==> src/rtl/shreg_pkg.sv <==
// Shared types for the sequenced shift register: shift mode encoding and FSM states.
package shreg_pkg;

    typedef enum logic [1:0] {
        SHR_LOGIC_R = 2'b00,
        SHR_LEFT    = 2'b01,
        SHR_ARITH_R = 2'b10,
        SHR_ROT_R   = 2'b11
    } shreg_mode_t;

    typedef enum logic [1:0] {
        IDLE = 2'b00,
        RUN  = 2'b01,
        DONE = 2'b10
    } shreg_state_t;

endpackage

==> src/rtl/shreg_step.sv <==
// One-position shifter shared by manual and sequenced shifts; also yields the outgoing bit.
// Mode 11 rotates only when SHREG_ROTATE_EN is defined, otherwise it behaves as mode 00.
module shreg_step
    import shreg_pkg::*;
#(
    parameter int WIDTH = 8
) (
    input  logic [WIDTH-1:0] value,
    input  shreg_mode_t      mode,
    input  logic             shift_in,
    output logic [WIDTH-1:0] result,
    output logic             shift_out
);

    logic [WIDTH-2:0] upper;

    genvar gi;
    generate
        for (gi = 0; gi < WIDTH - 1; gi++) begin : g_upper
            assign upper[gi] = value[gi+1];
        end
    endgenerate

    always_comb begin
        result = {shift_in, upper};
        case (mode)
            SHR_LEFT:    result = {value[WIDTH-2:0], shift_in};
            SHR_ARITH_R: result = {value[WIDTH-1], upper};
`ifdef SHREG_ROTATE_EN
            SHR_ROT_R:   result = {value[0], upper};
`endif
            default:     result = {shift_in, upper};
        endcase
    end

    assign shift_out = (mode == SHR_LEFT) ? value[WIDTH-1] : value[0];

endmodule

==> src/rtl/shift_reg_seq.sv <==
// Width-configurable load/shift register with a built-in shift sequencer (Start/Busy/Done).
// State updates on the falling clock edge. Optional rotate mode: SHREG_ROTATE_EN.
module shift_reg_seq
    import shreg_pkg::*;
#(
    parameter int WIDTH = 8,
    parameter int CNT_W = $clog2(WIDTH + 1)
) (
    input  logic             Clk,
    input  logic             Reset,
    input  logic             Load,
    input  logic [WIDTH-1:0] D,
    input  logic             Shift,
    input  logic             Start,
    input  logic [CNT_W-1:0] Count,
    input  logic [1:0]       Mode,
    input  logic             Shift_In,
    output logic             Busy,
    output logic             Done,
    output logic             Shift_Out,
    output logic [WIDTH-1:0] Data_Out
);

    localparam logic [CNT_W-1:0] WIDTH_C = CNT_W'(WIDTH);
    localparam logic [CNT_W-1:0] ONE_C   = CNT_W'(1);

    shreg_state_t     state_q, state_d;
    logic [WIDTH-1:0] data_q, data_d;
    logic [CNT_W-1:0] cnt_q, cnt_d;
    shreg_mode_t      mode_q, mode_d;

    shreg_mode_t      eff_mode;
    logic [CNT_W-1:0] cnt_clamped;
    logic [WIDTH-1:0] step_val;
    logic             step_out;

    // The Mode input steers only idle shifts; a running sequence uses its latched copy.
    assign eff_mode    = (state_q == IDLE) ? shreg_mode_t'(Mode) : mode_q;
    assign cnt_clamped = (Count > WIDTH_C) ? WIDTH_C : Count;

    shreg_step #(
        .WIDTH(WIDTH)
    ) u_step (
        .value    (data_q),
        .mode     (eff_mode),
        .shift_in (Shift_In),
        .result   (step_val),
        .shift_out(step_out)
    );

    always_ff @(negedge Clk) begin
        if (Reset) begin
            state_q <= IDLE;
            data_q  <= '0;
            cnt_q   <= '0;
            mode_q  <= SHR_LOGIC_R;
        end else begin
            state_q <= state_d;
            data_q  <= data_d;
            cnt_q   <= cnt_d;
            mode_q  <= mode_d;
        end
    end

    always_comb begin
        state_d = state_q;
        data_d  = data_q;
        cnt_d   = cnt_q;
        mode_d  = mode_q;
        case (state_q)
            IDLE: begin
                if (Load) begin
                    data_d = D;
                end else if (Start) begin
                    if (cnt_clamped != '0) begin
                        mode_d  = shreg_mode_t'(Mode);
                        cnt_d   = cnt_clamped;
                        state_d = RUN;
                    end else begin
                        state_d = DONE;
                    end
                end else if (Shift) begin
                    data_d = step_val;
                end
            end
            RUN: begin
                data_d = step_val;
                cnt_d  = cnt_q - ONE_C;
                if (cnt_q == ONE_C) begin
                    state_d = DONE;
                end
            end
            DONE: begin
                state_d = IDLE;
            end
            default: begin
                state_d = IDLE;
            end
        endcase
    end

    assign Busy      = (state_q == RUN);
    assign Done      = (state_q == DONE);
    assign Shift_Out = step_out;
    assign Data_Out  = data_q;

endmodule

==> config.mk <==
export PLATFORM = sky130hd
export DESIGN_NAME = shift_reg_seq
export DESIGN_NICKNAME = d
export VERILOG_FILES = /design/src/rtl/shreg_pkg.sv /design/src/rtl/shreg_step.sv /design/src/rtl/shift_reg_seq.sv
export SDC_FILE = /design/constraint.sdc
export NUM_CORES = 1
export LEC_CHECK = 0
export ABC_AREA = 1
export ABC_CLOCK_PERIOD_IN_PS = 1670
export BUFFER_PORTS_ARGS = -buffer_cell sky130_fd_sc_hd__buf_4
export CORE_MARGIN = 10
export CORE_UTILIZATION = 46
export CTS_CLUSTER_SIZE = 20
export DETAILED_ROUTE_END_ITERATION = 12
export GPL_TIMING_DRIVEN = 0
export PLACE_DENSITY = 0.85
export SYNTH_ARGS = -nofsm -noshare
export SYNTH_HDL_FRONTEND = slang
export SYNTH_SLANG_ARGS = --single-unit
==> constraint.sdc <==
create_clock -name Clk -period 1.67 [get_ports Clk]
set_input_delay 0.334 -clock Clk [delete_from_list [all_inputs] [get_ports Clk]]
set_output_delay 0.334 -clock Clk [all_outputs]
set_load 0.01 [all_outputs]
==> results.py, run 1 <==
metrics = {
    "status": {
        "status": "finished, violations left",
        "violations": "negative setup slack",
    },
    "worst_setup_path": {
        "cp.required_ns": 1.34,
        "r2r-end": "Data_Out[4]",
        "crit_type": "flop to output port",
        "worst-path-max-fanout": 5,
        "arrival_ns": 2.47,
        "end_kind": "output port",
        "crit_path_start_kind": "flop",
        "reg2reg_slack_ns": -0.63,
        "r2r-start": "state_q[1]",
        "worst_r2r_path_depth": 15,
    },
    "place": {
        "gp_congestion": 0.878,
        "pre_cts_ws_ns": -0.938,
        "portBuffers": 30,
        "placed_area_mm2": 0.00139,
        "dpl.hpwl_um": 2210,
        "dp.cells": 236,
    },
    "sta": {
        "fin_ws_ns": -1.13,
        "rsz0062_at_grt": "true",
        "worst_clock_skew_ns": 0.0693,
        "holdWs_ns": 0.508,
        "hold_violations": 0,
        "final_max_slew_viol_count": 0,
        "fin_tns_setup_ns": -12.39,
        "worst_pin_slew_ns": 0.244,
        "report.final.setup_viol": 20,
        "relSlewSlack_pct": 83.6,
    },
    "min_path": {
        "hold_end": "mode_q[0]",
        "hp-class": "flop to flop",
        "hold_path_startpoint": "mode_q[0]",
        "whs_path_depth": 2,
    },
    "synth": {
        "synth-seq-cells": 16,
        "syn_area_mm2": 0.00110,
        "synth_area_leaders": "dfxtp_1 29%, nand2_1 18%, inv_1 7.8%, nand3_1 7.2%, nor2_1 6.8%",
        "yosys.area.top_type": "dfxtp_1",
        "yosysSeqAreaShare_pct": 29.0,
        "syn_inst": 178,
        "ys.flop_type": "dfxtp_1",
        "synth_edf_count": 0,
        "synth_top_cell_area_share_pct": 29.0,
        "synthTopCellsByCount": "52 x nand2_1, 23 x inv_1, 20 x nor2_1",
        "synth_nets": 202,
        "yosysMostFrequentCell": "nand2_1",
        "avgSynthCellArea_um2": 6.21,
        "yosys_warnings": 0,
        "synth.distinct_cells": 22,
        "ys_async_sr_fraction_pct": 0,
    },
    "clocking": {
        "ctsLongestPathBuffers": 2,
        "numClockSinks": 16,
        "cts_buffers": 3,
        "cts_root_buf": "clkbuf_4",
        "cts-htree-levels": 1,
        "insertion_delay_ns": 0.42,
        "clkTransAtPathRegs_ns": 0.05,
        "cts_tree": "done",
    },
    "job": {
        "max-cap-violations": 0,
    },
    "final_layout": {
        "final_core_util_pct": 85.0,
        "nets": 279,
        "antennaDiodeCount": 0,
        "fin_area_mm2": 0.00192,
        "syn2layout_area_growth_pct": 73.5,
        "stdcell_count": 282,
        "layout-drive-gt1-share_pct": 50.8,
    },
    "routing": {
        "routedWlPerCell_um": 20.0,
        "drc": 0,
        "drt-total-wl_um": 5650,
        "postRouteAntennaNets": 0,
        "viasPerCell": 5.87,
        "vias": 1655,
        "first_pass_iters": 6,
        "first_iter_violations": 214,
    },
    "power_and_ir_drop": {
        "finalPower_mw": 1.74,
        "p_leak_nw": 0.973,
        "p_per_area_mw_per_mm2": 907,
        "ir_drop_uv": 586,
    },
    "global_routing": {
        "grt_max_degree": 11,
        "grt_first_pass_wirelength_um": 6460,
        "antenna_found_initial": 0,
        "first_global_vias": 1521,
        "overflow": 0,
        "grtUsageTotal_pct": 15.2,
    },
    "floorplanning": {
        "initial_core_util_pct": 49.0,
        "die_x_um": 69.0,
        "core_area_mm2": 0.00225,
        "rows": 17,
        "dieArea_mm2": 0.00476,
        "pin_count": 31,
        "die_y_um": 69.0,
    },
}
==> kinds of logic (layout without fill, tap and decap cells) <==
family	Yosys count	count (layout)	share of synthesized area [%]
buf+inv	29	104	11.6
simple gates	100	101	40.5
compound gates	29	29	14.4
fa+ha+maj	4	4	4.53
flops	16	16	29.0
==> power breakdown <==
group	total (mW)	leakage (nW)	internal (mW)	switching [mW]
Sequential	0.476	0.136	0.433	0.0432
Clock	0.459	0.0991	0.138	0.321
Combinational	0.803	0.737	0.355	0.448
Total	1.74	0.973	0.926	0.812
==> per-layer routing <==
layer / up-vias / global-route usage (%) / share of wire, %
li1: 716 / - / -
met4: 0 / 7.54 / 7.3
met5: - / 0 / 0
met3: 44 / 4.85 / 10
met2: 151 / 28.1 / 48
met1: 744 / 14.7 / 35
==> cell type report <==
type / count / area [µm²]
fill: 106 / 338
clock inverter: 17 / 65.1
buffer: 3 / 27.5
timing repair buffer: 56 / 465
clock buffer: 3 / 22.5
tap: 28 / 35.0
inverter: 25 / 111
multi-input combinational: 134 / 850
sequential: 16 / 340
==> worst max-delay path by stage <==
| stage | slack (ns) | start | depth (start not counted) | endpoint |
|---|---|---|---|---|
| global route | -1.20 | state_q[1] | 9 | Shift_Out |
| floorplan | -0.62 | state_q[1] | 8 | Shift_Out |
| finish | -1.13 | state_q[1] | 9 | Shift_Out |
| detailed placement | -0.94 | Mode[1] | 9 | Data_Out[1] |
| global placement | -0.87 | Mode[1] | 9 | Data_Out[1] |
| CTS | -1.10 | state_q[0] | 9 | Shift_Out |
==> sequential cells by signal, indices dropped and copies added (netlist names) <==
register  flops
mode_q        2
state_q       2
Data_Out      8
cnt_q         4
==> placed cells by master, fill, tap and decap left out, types with 2 or more instances in the layout <==
master,count
nor2_4,4
a21oi_2,7
nand2_4,4
o21ai_0,6
nand3_1,12
o21ai_2,4
nand2_1,38
o21ai_1,3
nand3_4,2
clkbuf_4,3
buf_6,14
dfxtp_1,6
ha_1,2
a21oi_1,7
nor2_1,17
nand3_2,5
dfxtp_2,7
inv_1,31
inv_2,3
dfxtp_4,3
inv_4,7
or2_1,2
ha_4,2
nand2_2,15
buf_4,44
==> critical path, cell delays in order, from the launching register on <==
cell	delay (ns)
dfxtp_4	0.36
nor2_4	0.19
nand2_2	0.10
o21ai_4	0.08
inv_2	0.06
ha_4	0.17
inv_4	0.08
nand2_2	0.06
o21ai_2	0.05
buf_4	0.13
==> repair_timing <==
action | 4_1_cts | 5_1_grt
gates cloned | 1 | 0
setup buffers | 19 | 7
resized for setup | 29 | 44
endpoints found under the setup margin | 25 | 25
hold buffers | 0 | 0
hold endpoints to repair | 0 | 0
pin swaps | 5 | 15
Power figures use the tool's default switching activity.
==> inputs of run 2 (changes only) <==
--- a/config.mk
+++ b/config.mk
@@ -6,14 +6,14 @@
 export NUM_CORES = 1
 export LEC_CHECK = 0
 export ABC_AREA = 1
-export ABC_CLOCK_PERIOD_IN_PS = 1670
+export ABC_CLOCK_PERIOD_IN_PS = 3500
 export BUFFER_PORTS_ARGS = -buffer_cell sky130_fd_sc_hd__buf_4
 export CORE_MARGIN = 10
-export CORE_UTILIZATION = 46
+export CORE_UTILIZATION = 55
 export CTS_CLUSTER_SIZE = 20
 export DETAILED_ROUTE_END_ITERATION = 12
 export GPL_TIMING_DRIVEN = 0
-export PLACE_DENSITY = 0.85
+export PLACE_DENSITY = 0.94
 export SYNTH_ARGS = -nofsm -noshare
 export SYNTH_HDL_FRONTEND = slang
 export SYNTH_SLANG_ARGS = --single-unit
==> constraint.sdc (replaced) <==
create_clock -name Clk -period 3.5 [get_ports Clk]
set_input_delay 0.7 -clock Clk [delete_from_list [all_inputs] [get_ports Clk]]
set_output_delay 0.7 -clock Clk [all_outputs]
set_load 0.01 [all_outputs]
==> results.py, run 2 (same netlist as run 1, synthesis figures left out) <==
metrics = {
    "status": {
        "status": "finished, violations left",
        "violations": "negative setup slack",
    },
    "floorplanning": {
        "core_area_mm2": 0.00194,
        "die_x_um": 64.8,
        "die_y_um": 64.8,
        "pin_count": 31,
        "rows": 16,
        "initial_core_util_pct": 56.9,
        "dieArea_mm2": 0.00420,
    },
    "clocking": {
        "cts_root_buf": "clkbuf_4",
        "cts-htree-levels": 1,
        "postCtsHoldBufs": 0,
        "ctsLongestPathBuffers": 2,
        "numClockSinks": 16,
        "cts_buffers": 3,
        "insertion_delay_ns": 0.39,
        "cts_tree": "done",
        "clkTransAtPathRegs_ns": 0.04,
    },
    "place": {
        "placed_area_mm2": 0.00138,
        "gp_congestion": 0.868,
        "dp.cells": 235,
        "portBuffers": 30,
        "dpl.hpwl_um": 2350,
        "pre_cts_ws_ns": -0.349,
    },
    "global_routing": {
        "grt_first_pass_wirelength_um": 5440,
        "first_global_vias": 1331,
        "grt_max_degree": 11,
        "antenna_found_initial": 0,
        "grtUsageTotal_pct": 15.7,
        "overflow": 0,
    },
    "worst_setup_path": {
        "r2r-start": "state_q[1]",
        "cp.required_ns": 2.80,
        "reg2reg_slack_ns": 1.52,
        "crit_path_start_kind": "flop",
        "worst_r2r_path_depth": 10,
        "worst-path-max-fanout": 5,
        "end_kind": "output port",
        "arrival_ns": 3.40,
        "r2r-end": "Data_Out[3]",
        "crit_type": "flop to output port",
    },
    "routing": {
        "wl_met2_um": 1690,
        "postRouteAntennaNets": 0,
        "drt-total-wl_um": 3440,
        "first_iter_violations": 71,
        "wl_met3_um": 288,
        "viasPerCell": 5.17,
        "drc": 0,
        "first_pass_iters": 4,
        "wl_met1_um": 1280,
        "top_layer_used": "met4",
        "vias": 1359,
        "routedWlPerCell_um": 13.1,
    },
    "sta": {
        "worst_pin_slew_ns": 0.328,
        "worst_clock_skew_ns": 0.0156,
        "fin_tns_setup_ns": -0.993,
        "fin_ws_ns": -0.603,
        "hold_violations": 0,
        "report.final.setup_viol": 7,
        "rsz0062_at_grt": "true",
        "final_max_slew_viol_count": 0,
        "relSlewSlack_pct": 78.1,
    },
    "final_layout": {
        "syn2layout_area_growth_pct": 42.0,
        "stdcell_count": 263,
        "layout-drive-gt1-share_pct": 32.2,
        "final_common_cell": "nand2_1",
        "regArea_um2": 328,
        "multi_input_comb_area_um2": 693,
        "nets": 261,
        "final_core_util_pct": 80.8,
        "antennaDiodeCount": 0,
        "mostFrequentLayoutCells": "48 x nand2_1, 37 x buf_4, 35 x inv_1",
        "largest_reg_flops": 8,
        "fill_cells": 135,
        "fin_area_mm2": 0.00157,
    },
    "min_path": {
        "hold_end": "mode_q[0]",
        "whs_path_depth": 2,
        "hold_path_startpoint": "mode_q[0]",
        "hp-class": "flop to flop",
    },
    "power_and_ir_drop": {
        "ir_drop_uv": 360,
        "p_leak_nw": 0.847,
        "p_per_area_mw_per_mm2": 422,
    },
    "job": {
        "max-cap-violations": 0,
    },
}
## run 2: timing repair
action / 4_1_cts / 5_1_grt
setup buffers: 4 / 5
gates resized for setup: 7 / 7
endpoints found under the setup margin: 2 / 8
pin swaps: 4 / 3
## run 2: critical path: stages (launching register included)
cell and delay [ns]:
dfxtp_4 0.34, nor2_4 0.19, nand2_2 0.07, o21ai_2 0.08, inv_1 0.08, ha_2 0.20
inv_2 0.08, nand2_2 0.05, o21ai_2 0.05, buf_4 0.13
## run 2: power breakdown
part	internal (mW)	switching (mW)	leakage, nW
Combinational	0.109	0.138	0.615
Clock	0.0658	0.125	0.0991
Sequential	0.204	0.0198	0.134
## run 2: layout make-up
| cell class | count | share of cell area (%) |
|---|---|---|
| inverters | 25 | 6.30 |
| flip-flops and latches | 16 | 20.9 |
| plain buffers | 3 | 1.75 |
| repair buffers | 39 | 19.1 |
| clock buffers | 3 | 1.44 |
| well taps | 27 | 2.15 |
| clock inverters | 17 | 4.15 |
| multi-input cells | 133 | 44.2 |
## run 2: worst max-delay path by stage
stage | to | from
finish | Shift_Out | state_q[1]
global route | Shift_Out | state_q[1]
CTS | Shift_Out | state_q[0]
detailed placement | Data_Out[3] | Mode[1]
global placement | Data_Out[6] | Mode[1]
floorplan | Shift_Out | state_q[1]
## run 2: metrics by stage
stage               hold slack [ns]  total power [mW]
global route                  0.495             0.717
floorplan                     0.423             0.399
CTS                           0.472             0.646
finish                        0.476             0.662
global placement              0.433             0.465
detailed placement            0.452             0.475
## run 2: layer usage
layer | vias up | track usage (%)
li1 | 677 | -
met4 | 0 | 12.6
met5 | - | 0
met2 | 64 | 25.4
met3 | 17 | 6.87
met1 | 601 | 15.4
==> inputs of run 3 (changes only) <==
--- a/config.mk
+++ b/config.mk
@@ -14,6 +14,7 @@
 export DETAILED_ROUTE_END_ITERATION = 12
 export GPL_TIMING_DRIVEN = 0
 export PLACE_DENSITY = 0.94
+export RECOVER_POWER = 50
 export SYNTH_ARGS = -nofsm -noshare
 export SYNTH_HDL_FRONTEND = slang
 export SYNTH_SLANG_ARGS = --single-unit
==> results.py, run 3 (same netlist as run 1, synthesis figures left out) <==
metrics = {
    "worst_setup_path": {
        "crit_type": "flop to output port",
        "worst-path-max-fanout": 5,
        "reg2reg_slack_ns": 1.53,
        "arrival_ns": 3.40,
        "r2r-end": "Data_Out[3]",
        "cp.required_ns": 2.80,
        "r2r-start": "state_q[1]",
        "crit_path_start_kind": "flop",
        "worst_r2r_path_depth": 10,
        "end_kind": "output port",
    },
    "global_routing": {
        "first_global_vias": 1331,
        "grtUsageTotal_pct": 15.7,
        "grt_max_degree": 11,
        "overflow": 0,
        "grt_first_pass_wirelength_um": 5440,
        "antenna_found_initial": 0,
    },
    "sta": {
        "hold_violations": 0,
        "fin_tns_setup_ns": -0.969,
        "worst_clock_skew_ns": 0.0176,
        "fin_ws_ns": -0.597,
        "report.final.setup_viol": 7,
        "holdWs_ns": 0.476,
        "relSlewSlack_pct": 76.0,
        "rsz0062_at_grt": "true",
        "worst_pin_slew_ns": 0.359,
        "final_max_slew_viol_count": 0,
    },
    "final_layout": {
        "fill_cells": 143,
        "syn2layout_area_growth_pct": 40.3,
        "layout-drive-gt1-share_pct": 29.7,
        "multi_input_comb_area_um2": 686,
        "mostFrequentLayoutCells": "49 x nand2_1, 36 x inv_1, 34 x buf_4",
        "largest_reg_flops": 8,
        "antennaDiodeCount": 0,
        "regArea_um2": 328,
        "nets": 261,
        "final_common_cell": "nand2_1",
    },
    "min_path": {
        "hold_path_startpoint": "mode_q[0]",
        "whs_path_depth": 2,
        "hold_end": "mode_q[0]",
        "hp-class": "flop to flop",
    },
    "clocking": {
        "cts_buffers": 3,
        "cts-htree-levels": 1,
        "cts_tree": "done",
        "clkTransAtPathRegs_ns": 0.04,
        "cts_root_buf": "clkbuf_4",
        "numClockSinks": 16,
        "insertion_delay_ns": 0.39,
        "ctsLongestPathBuffers": 2,
    },
    "floorplanning": {
        "die_y_um": 64.8,
        "pin_count": 31,
        "core_area_mm2": 0.00194,
        "initial_core_util_pct": 56.9,
        "die_x_um": 64.8,
        "rows": 16,
        "dieArea_mm2": 0.00420,
    },
    "routing": {
        "postRouteAntennaNets": 0,
        "wl_met2_um": 1690,
        "first_pass_iters": 4,
        "vias": 1396,
        "drc": 0,
        "wl_met3_um": 286,
        "viasPerCell": 5.31,
        "top_layer_used": "met4",
        "wl_met1_um": 1260,
        "first_iter_violations": 80,
        "drt-total-wl_um": 3420,
        "routedWlPerCell_um": 13.0,
    },
    "power_and_ir_drop": {
        "ir_drop_uv": 354,
        "p_per_area_mw_per_mm2": 424,
        "p_leak_nw": 0.835,
    },
    "job": {
        "max-cap-violations": 0,
    },
    "place": {
        "portBuffers": 30,
        "dpl.hpwl_um": 2350,
        "gp_congestion": 0.868,
    },
    "status": {
        "status": "finished, violations left",
        "violations": "negative setup slack",
    },
}
==> run 3: worst max-delay path, cell delays in order (launching register included) <==
cell,delay [ns]
dfxtp_4,0.34
nor2_4,0.19
nand2_2,0.07
o21ai_2,0.08
inv_1,0.08
ha_2,0.20
inv_2,0.08
nand2_2,0.05
o21ai_2,0.05
buf_4,0.13
==> run 3: area by class of cell <==
type / count / area share, %
well taps: 27 / 2.18
flip-flops and latches: 16 / 21.1
inverters: 25 / 6.38
clock inverters: 17 / 4.20
repair buffers: 39 / 18.6
multi-input cells: 133 / 44.2
clock buffers: 3 / 1.45
plain buffers: 3 / 1.78
==> run 3: worst max path at each step <==
stage	from	end	slack, ns	cells past startpoint
floorplan	state_q[1]	Shift_Out	-0.07	8
global placement	Mode[1]	Data_Out[6]	-0.31	9
detailed placement	Mode[1]	Data_Out[3]	-0.35	9
CTS	state_q[0]	Shift_Out	-0.58	9
global route	state_q[1]	Shift_Out	-0.68	9
finish	state_q[1]	Shift_Out	-0.60	9
==> run 3: where the power goes <==
group	internal [mW]	leakage, nW	switching [mW]	total [mW]
clock network	0.0658	0.0991	0.124	0.190
registers	0.204	0.134	0.0196	0.224
logic	0.106	0.603	0.138	0.244
total	0.376	0.835	0.282	0.657
==> run 3: through the flow <==
stage,instance area [µm²],worst slack (ns),cells,power (mW),utilization (%)
2_1_floorplan,1120,-0.0667,178,0.399,-
3_3_place_gp,1380,-0.306,235,0.465,71.1
3_5_place_dp,1380,-0.349,235,0.475,71.1
4_1_cts,1510,-0.583,258,0.646,77.8
5_1_grt,1550,-0.680,263,0.713,79.8
6_report,1550,-0.597,263,0.657,79.8
==> run 3: routing by layer <==
layer / vias up / GRT usage (%)
li1: 681 / -
met1: 627 / 15.4
met2: 70 / 25.4
met3: 18 / 6.87
met4: 0 / 12.6
met5: - / 0
==> run 3: what timing repair did <==
item | in CTS | in global routing
buffers inserted | 4 | 5
hold endpoints to repair | 0 | 0
gates cloned | 0 | 0
pin swaps | 4 | 3
setup endpoints to repair | 2 | 8
hold buffers | 0 | 0
resized for setup | 7 | 7
